`src/rtl/align_add_floating_point32.sv`:
```
// FP32 adder front end: unpack/compare, align the smaller mantissa, then add/subtract.
// Three registered stages, one operation per cycle, no stall.
module align_add_floating_point32 #(
  parameter bit FLUSH_DENORMAL = 1'b1
) (
  input  logic        clk,
  input  logic        rstn,
  input  logic        valid_in,
  input  logic        op_sub,
  input  logic [31:0] in_data_a,
  input  logic [31:0] in_data_b,
  output logic        valid_out,
  output logic        sign,
  output logic [7:0]  larger_exponent,
  output logic [24:0] mantise_temp
);

  logic [7:0]  exp_a, exp_b;
  logic [22:0] frac_a, frac_b;
  logic [23:0] mant_a, mant_b;
  logic        eff_sign_b, a_larger;

  // Exponent-zero operands lose their fraction when flushing, so they also compare as zero
  always_comb begin
    exp_a      = in_data_a[30:23];
    exp_b      = in_data_b[30:23];
    frac_a     = (FLUSH_DENORMAL && (exp_a == 8'd0)) ? 23'd0 : in_data_a[22:0];
    frac_b     = (FLUSH_DENORMAL && (exp_b == 8'd0)) ? 23'd0 : in_data_b[22:0];
    mant_a     = {(exp_a != 8'd0), frac_a};
    mant_b     = {(exp_b != 8'd0), frac_b};
    eff_sign_b = in_data_b[31] ^ op_sub;
    a_larger   = ({exp_a, frac_a} >= {exp_b, frac_b});
  end

  logic        v1, v2;
  logic        s1_sign_l, s1_sign_s;
  logic [7:0]  s1_exp_l, s1_delta;
  logic [23:0] s1_mant_l, s1_mant_s;

  always_ff @(posedge clk or negedge rstn) begin
    if (!rstn) begin
      v1        <= 1'b0;
      s1_sign_l <= 1'b0;
      s1_sign_s <= 1'b0;
      s1_exp_l  <= 8'd0;
      s1_delta  <= 8'd0;
      s1_mant_l <= 24'd0;
      s1_mant_s <= 24'd0;
    end else begin
      v1 <= valid_in;
      if (valid_in) begin
        if (a_larger) begin
          s1_sign_l <= in_data_a[31];
          s1_sign_s <= eff_sign_b;
          s1_exp_l  <= exp_a;
          s1_delta  <= exp_a - exp_b;
          s1_mant_l <= mant_a;
          s1_mant_s <= mant_b;
        end else begin
          s1_sign_l <= eff_sign_b;
          s1_sign_s <= in_data_a[31];
          s1_exp_l  <= exp_b;
          s1_delta  <= exp_b - exp_a;
          s1_mant_l <= mant_b;
          s1_mant_s <= mant_a;
        end
      end
    end
  end

  logic        s2_sign_l, s2_eff_sub;
  logic [7:0]  s2_exp_l;
  logic [23:0] s2_mant_l, s2_mant_s_al;

  always_ff @(posedge clk or negedge rstn) begin
    if (!rstn) begin
      v2           <= 1'b0;
      s2_sign_l    <= 1'b0;
      s2_eff_sub   <= 1'b0;
      s2_exp_l     <= 8'd0;
      s2_mant_l    <= 24'd0;
      s2_mant_s_al <= 24'd0;
    end else begin
      v2 <= v1;
      if (v1) begin
        s2_sign_l    <= s1_sign_l;
        s2_eff_sub   <= s1_sign_l ^ s1_sign_s;
        s2_exp_l     <= s1_exp_l;
        s2_mant_l    <= s1_mant_l;
        s2_mant_s_al <= (s1_delta >= 8'd24) ? 24'd0 : (s1_mant_s >> s1_delta);
      end
    end
  end

  logic [24:0] sum;

  always_comb begin
    sum = s2_eff_sub ? ({1'b0, s2_mant_l} - {1'b0, s2_mant_s_al})
                     : ({1'b0, s2_mant_l} + {1'b0, s2_mant_s_al});
  end

  always_ff @(posedge clk or negedge rstn) begin
    if (!rstn) begin
      valid_out       <= 1'b0;
      sign            <= 1'b0;
      larger_exponent <= 8'd0;
      mantise_temp    <= 25'd0;
    end else begin
      valid_out <= v2;
      if (v2) begin
        // exact cancellation yields +0
        sign            <= s2_sign_l & ~(s2_eff_sub && (sum == 25'd0));
        larger_exponent <= s2_exp_l;
        mantise_temp    <= sum;
      end
    end
  end

endmodule

```
`config.mk`:
```
export PLATFORM = sky130hd
export DESIGN_NAME = align_add_floating_point32
export DESIGN_NICKNAME = d
export VERILOG_FILES = /design/src/rtl/align_add_floating_point32.sv
export SDC_FILE = /design/constraint.sdc
export NUM_CORES = 1
export LEC_CHECK = 0
export ABC_AREA = 1
export CAP_MARGIN = 25
export CORE_ASPECT_RATIO = 0.9
export CORE_MARGIN = 2
export CORE_UTILIZATION = 39
export CTS_CLUSTER_DIAMETER = 60
export DETAILED_ROUTE_END_ITERATION = 16
export DONT_BUFFER_PORTS = 1
export SLEW_MARGIN = 20
export SYNTH_ARGS = -nofsm -noshare
export SYNTH_HDL_FRONTEND = slang
export SYNTH_SLANG_ARGS = --single-unit
export TNS_END_PERCENT = 30
```
`constraint.sdc`:
```
create_clock -name clk -period 3.8 [get_ports clk]
set_input_delay 0.38 -clock clk [delete_from_list [all_inputs] [get_ports clk]]
set_output_delay 0.38 -clock clk [all_outputs]
set_load 0.02 [all_outputs]
```
# [After elaboration in Yosys (flattened, before gate mapping)]
# Cells that the tools add are included.
[op_classes] add_sub_neg=4 n_mul=0 div_mod_pow=0 n_lt_le_gt_ge=2 n_eq_ne=0 n_shift=1 mux=10 bitwise=4 n_reduce_logical=6
[op_table] op="$mux 24" n=3
[op_table] op="$mux 23" n=2
[op_table] op="$ge 31x31->1" n=1
[op_table] op="$add 24x24->25" n=1
[op_table] op="$logic_not 25->1" n=1
[op_table] op="$mux 25" n=1
[op_table] op="$sub 24x24->25" n=1
[op_table] op="$shr 24x8->24" n=1
[op_table] op="$logic_not 8->1" n=2
[op_table] op="$mux 8" n=2
[op_table] op="$reduce_bool 8->1" n=2
[op_table] op="$sub 8x8->8" n=2
[op_table] op="$ge 8x5->1 const B" n=1
[op_table] op="$mux 1" n=2
[op_table] op="$xor 1x1->1" n=2
[op_table] op="$and 1x1->1" n=1
[op_table] op="$logic_and 1x1->1" n=1
[op_table] op="$not 1->1" n=1
[word_totals] register_bits=161 latch_bits=0 ramBits=0 mem_bits_ro=0 input_bits=68 out_inout_bits=35 elab_cells=44 memories=0

# [Depth between registers and ports, before layout]
[depth] word_depth=6 ltp_mapped=25 mapped_depth_nobuf=25

# [Least setup slack after synthesis]
# OpenSTA, ideal clock, no wires.
[synth_timing] path_kind="register to register" startpoint="register s2_mant_s_al[1]" endpoint="register sign" setup_ns=0.116 arrival_ns=2.888 slack_ns=0.796 stages_incl_launch_ff=24 n_path_buf=0 period_less_slack_ns=3.004 path_cell_list="dfrtp_1 nor3_2 nand3_1 nor3_1 nand2_1 nor3_2 or2_2 nand2_1 xor2_1 inv_1 ha_1 nand2_1 nor2_1 inv_1 nor2_1 nand3_1 nand4_1 nand2_1 nor2_1 nand3_1 nor2_1 nand3_1 nand2_1 nand2_1"
[synth_via] elab_chain_cells=6 elab_cells_between_ends=7 classes_between="2 x add/sub; 1 x mux; 2 x bitwise; 2 x reduce/logical"
[synth_rtl] element="start, declared" line="73" text="logic [23:0] s2_mant_l, s2_mant_s_al;"
[synth_rtl] element="start signal, assigned" line="90" text="s2_mant_s_al <= (s1_delta >= 8'd24) ? 24'd0 : (s1_mant_s >> s1_delta);"
[synth_rtl] element="$add 24x24->25 / $sub 24x24->25 (equally long branches)" line="99, 98"
[synth_rtl] element="$mux 25 (*)" line="98" text="sum = s2_eff_sub ? ({1'b0, s2_mant_l} - {1'b0, s2_mant_s_al})"
[synth_rtl] element="$logic_not 25->1 (*)" line="112" text="sign <= s2_sign_l & ~(s2_eff_sub && (sum == 25'd0));"
[synth_rtl] element="$logic_and 1x1->1 (*)" line="112"
[synth_rtl] element="$not 1->1 (*)" line="112"
[synth_rtl] element="$and 1x1->1 (*)" line="112"
[synth_rtl] element="end signal, assigned" line="112"
[synth_rtl] element="end, declared" line="13" text="output logic sign,"
# Mark *: on every way between the ends. The rest lies on a longest branch, timed or not.
# A chain may end at the register's enable or synchronous reset.

# [Worst setup path in the final report]
[layout_timing] startpoint="register s2_mant_s_al[0]" endpoint="register sign"
# Same word-level chain as after synthesis.

==> summary.md <==
| Metric | Value |
|---|---|
| Outcome | finished, violations left |
| Failing checks | hold timing |
| Ys async rst share | 1.000 |
| DIE HEIGHT | about 170 um |
| DR vias | around 11000 |
| DR top layer | met4 |
| Total length of routed wires | 33.19 mm |
| Critical path peak fanout | 5 |
| Ys Warns | 0 |
| Critical Path Sink Type | flip-flop |
| Port Buf Inserts | 0 |
| Post-Syn Area | 12030 sq um |
| Max_slew headroom | 0.4989 |
| Area growth syn-to-layout | 6.783% |
| Nets | about 1900 |
| Hold WS | -0.3615 ns |
| Top-count cell post-synth | nand2_1 |
| Initial antenna violation count | 0 |
| Syn avg cell area | around 6.6 sq um |
| Top cell type's share of synthesized area | 0.3350 |
| Slew Viols, Final | 0 |
| Starting Density | 0.3995 |
| RSZ-0062 raised after global routing | no |
| Drt drc | 0 |
| Global-route wire length before repair | approximately 55 mm |
| Power share of the clock group | 0.204 |
| # fillers | about 3200 |
| Period utilization | 0.8949 |
| Post-place instance area | 12200 sq um |
| CTS Root Cell | clkbuf_16 |
| Core footprint | between 30000 and 40000 sq um |
| Crit start category | flip-flop |
| Antenna viol nets, final | 0 |
| Clk Latency, worst-skew pair | ~0.43 ns |
| Skew final | approximately 0.013 ns |
| Max VDD drop | between 300 and 400 uV |
| CTS H-tree depth | 4 |
| Clock Sink Count | 161 |
| CTS Buffer Depth | 2 |
| Antenna diode count | 0 |
| Hold buffers post-CTS | 1 |
| Post-synth EDFFs | 0 |
| Mapped Nets | ~1900 |
| Tmin final | 3.400 ns |
| Reg2reg setup slack | approximately 0.40 ns |
| Io pins | between 100 and 150 |
| First-pass detailed-route iteration total | 5 |
| Combinational share of power | 0.507 |
| Yosys top cell by area | dfrtp_1 |
| Yosys cell types | 54 |
| Net load switching power | about 0.0043 W |
| Final setup TNS | 0 ns |
| Gr ovfl total | 0 |
| CTS tree | built |
| Post-Layout Cell Count | 2175 |
| Routability cong. | ~0.93 |
| Final number of setup-violating endpoints | 0 |
| WL met1 | 16.65 mm |
| Clk slew on worst S/H paths | 0.07 ns |
| WP data required | ~4.1 ns |
| Top post-synthesis cells by area | dfrtp_1 (33%), nand2_1 (24%), ha_1 (6.6%) |
| Vias in the first global route | between 10000 and 15000 |
| Met2 wire len | 14.50 mm |
| TritonCTS buffer count | 17 |
| Sw frac | 0.4849 |
| Die width | between 150 and 200 um |
| Hpwl dp | between 20 and 30 mm |
| DR iter-0 viols | just under 1000 |
| Yosys reg bits | approximately 160 |
| Register area share after synthesis | 0.3350 |
| Gr usage total | 0.2108 |
| Worst Path Arrival | approximately 3.7 ns |
| HP Class | primary input to asynchronous set/reset pin |
| Ys flop type | dfrtp_1 |
| Max-Cap Viols | 0 |
| Placement row count | 60 |
| Metal3 WL | between 1.5 and 2 mm |
| Crit Path Category | flip-flop to flip-flop |
| Placed Instances | 2142 |
| Final hold violation count | between 150 and 200 |
| Proportion of layout cells with a drive suffix above 1 | 0.05587 |
| Worst-margin pin slew | between 0.7 and 0.8 ns |
| F_max | approximately 300 MHz |
| Die footprint | between 30000 and 40000 sq um |
| Post-synth top cells | nand2_1 (758), inv_1 (193), dfrtp_1 (161), nor2_1 (120), nand3_1 (96) |
| Syn Inst Count | ~1800 |
| Vias per Instance | about 5.1 |
| Internal Pwr Total | ~0.0046 W |
| Pwr Density | roughly 700 nW/um^2 |
| Largest net degree at the start of global routing | about 160 |
| WL/cell | 15.26 um |
| Reg power frac | 0.289 |
| Leak | 7.071 nW |
| Design area | between 10000 and 15000 sq um |
cell usage in the layout (no fill, tap or decap), types with 2 or more instances in the layout:
master,count
inv_6,2
nor3_2,2
clkinvlp_4,2
mux2i_1,4
o21ai_0,77
nor4_1,5
nand4_1,23
o22ai_1,8
or2_2,3
xnor2_1,7
clkinv_1,3
inv_8,6
dfrtp_1,161
nand3_1,96
nor2_1,120
o21ai_1,25
inv_2,6
inv_1,191
buf_12,2
o211ai_1,5
a211oi_1,2
a221oi_1,2
ha_1,63
xor2_1,33
nand3_2,31
nand3b_1,3
a21oi_1,47
bufinv_16,2
nand2_1,758
buf_4,10
a31oi_1,20
fa_1,3
nor3_1,7
a21oi_2,2
clkbuf_16,17
registers in the layout (all words and copies together) (netlist names):
name             count
mantise_temp        25
s1_mant_l           24
s1_mant_s           24
s2_mant_l           24
s2_mant_s_al        24
larger_exponent      8
s1_delta             8
s1_exp_l             8
s2_exp_l             8
s1_sign_l            1
s1_sign_s            1
s2_eff_sub           1
s2_sign_l            1
sign                 1
v1                   1
v2                   1
valid_out            1
through the flow:
step                power, W  setup WS (ns)    util
floorplan           0.005916         0.7958       -
global placement    0.007046         0.3451  0.4046
detailed placement  0.007071         0.3250  0.4052
CTS                 0.008898         0.2971  0.4258
global route        0.009694       0.003665  0.4266
finish              0.008865         0.3995  0.4266
timing repair:
item	4_1_cts	5_1_grt
setup endpoints to repair	0	1
gates resized for setup	0	2
endpoints found under the hold margin	162	161
setup buffers	0	0
cell type report:
class                      count  area [sq um]  share of cell area
clock inverter                13         168.9             0.01315
tap                          403         504.2             0.03926
multi-input combinational   1365          6807              0.5300
sequential                   161          4029              0.3137
inverter                     201         755.7             0.05884
timing repair buffer          14         140.1             0.01091
clock buffer                  18         439.2             0.03419
kinds of logic (layout without fill, tap and decap cells):
kind of cell / Yosys count / in the layout / synth area share
adder cells (fa/ha/maj): 66 / 66 / 0.07053
XOR/XNOR: 40 / 40 / 0.02913
AO/OA/AOI/OAI: 199 / 199 / 0.09196
multiplexers: 4 / 4 / 0.003329
buffers and inverters: 286 / 246 / 0.1001
AND/OR/NAND/NOR: 1056 / 1056 / 0.3700
flip-flops: 161 / 161 / 0.3350
path summary, 6_finish.rpt:
kind / cells after the start / end / start
setup / recovery: 23 / sign / s2_mant_s_al[0]
hold / removal: 0 / mantise_temp[16] / rstn
setup reg to reg: 23 / sign / s2_mant_s_al[0]
hold reg to reg: 2 / larger_exponent[1] / s2_exp_l[1]
max in group asynchronous: 0 / s2_mant_s_al[20] / rstn
min in group clk: 2 / s1_sign_s / valid_in
critical path: stages, from the launching register on:
cell     delay, ns
dfrtp_1       0.42
nor3_2        0.22
nand3_1       0.14
nor3_2        0.17
nand2_1       0.13
nor3_4        0.20
or2_2         0.17
nand2_1       0.06
xor2_1        0.13
inv_1         0.06
ha_1          0.37
nand2_1       0.12
nor2_1        0.15
inv_1         0.08
nor2_1        0.14
nand3_1       0.12
nand4_1       0.13
nand2_1       0.06
nor2_1        0.08
nand3_1       0.07
nor2_1        0.09
nand3_1       0.08
nand2_1       0.06
nand2_1       0.04
power by group through the flow:
stage / combinational (W) / clock, W / sequential (W)
after floorplan: 0.00346 / 0 / 0.00246
after global placement: 0.00446 / 0 / 0.00258
after detailed placement: 0.00448 / 0 / 0.00259
after CTS: 0.00450 / 0.00184 / 0.00256
after global routing: 0.00518 / 0.00190 / 0.00261
final: 0.00450 / 0.00181 / 0.00256
layer usage:
| layer | GRT usage | vias to the layer above |
|---|---|---|
| met5 | 0 | - |
| met4 | 0.04688 | 0 |
| met3 | 0.02933 | 37 |
| met2 | 0.3262 | 281 |
| met1 | 0.3114 | 5100 |
| li1 | - | 5620 |
Power figures use the tool's default switching activity.
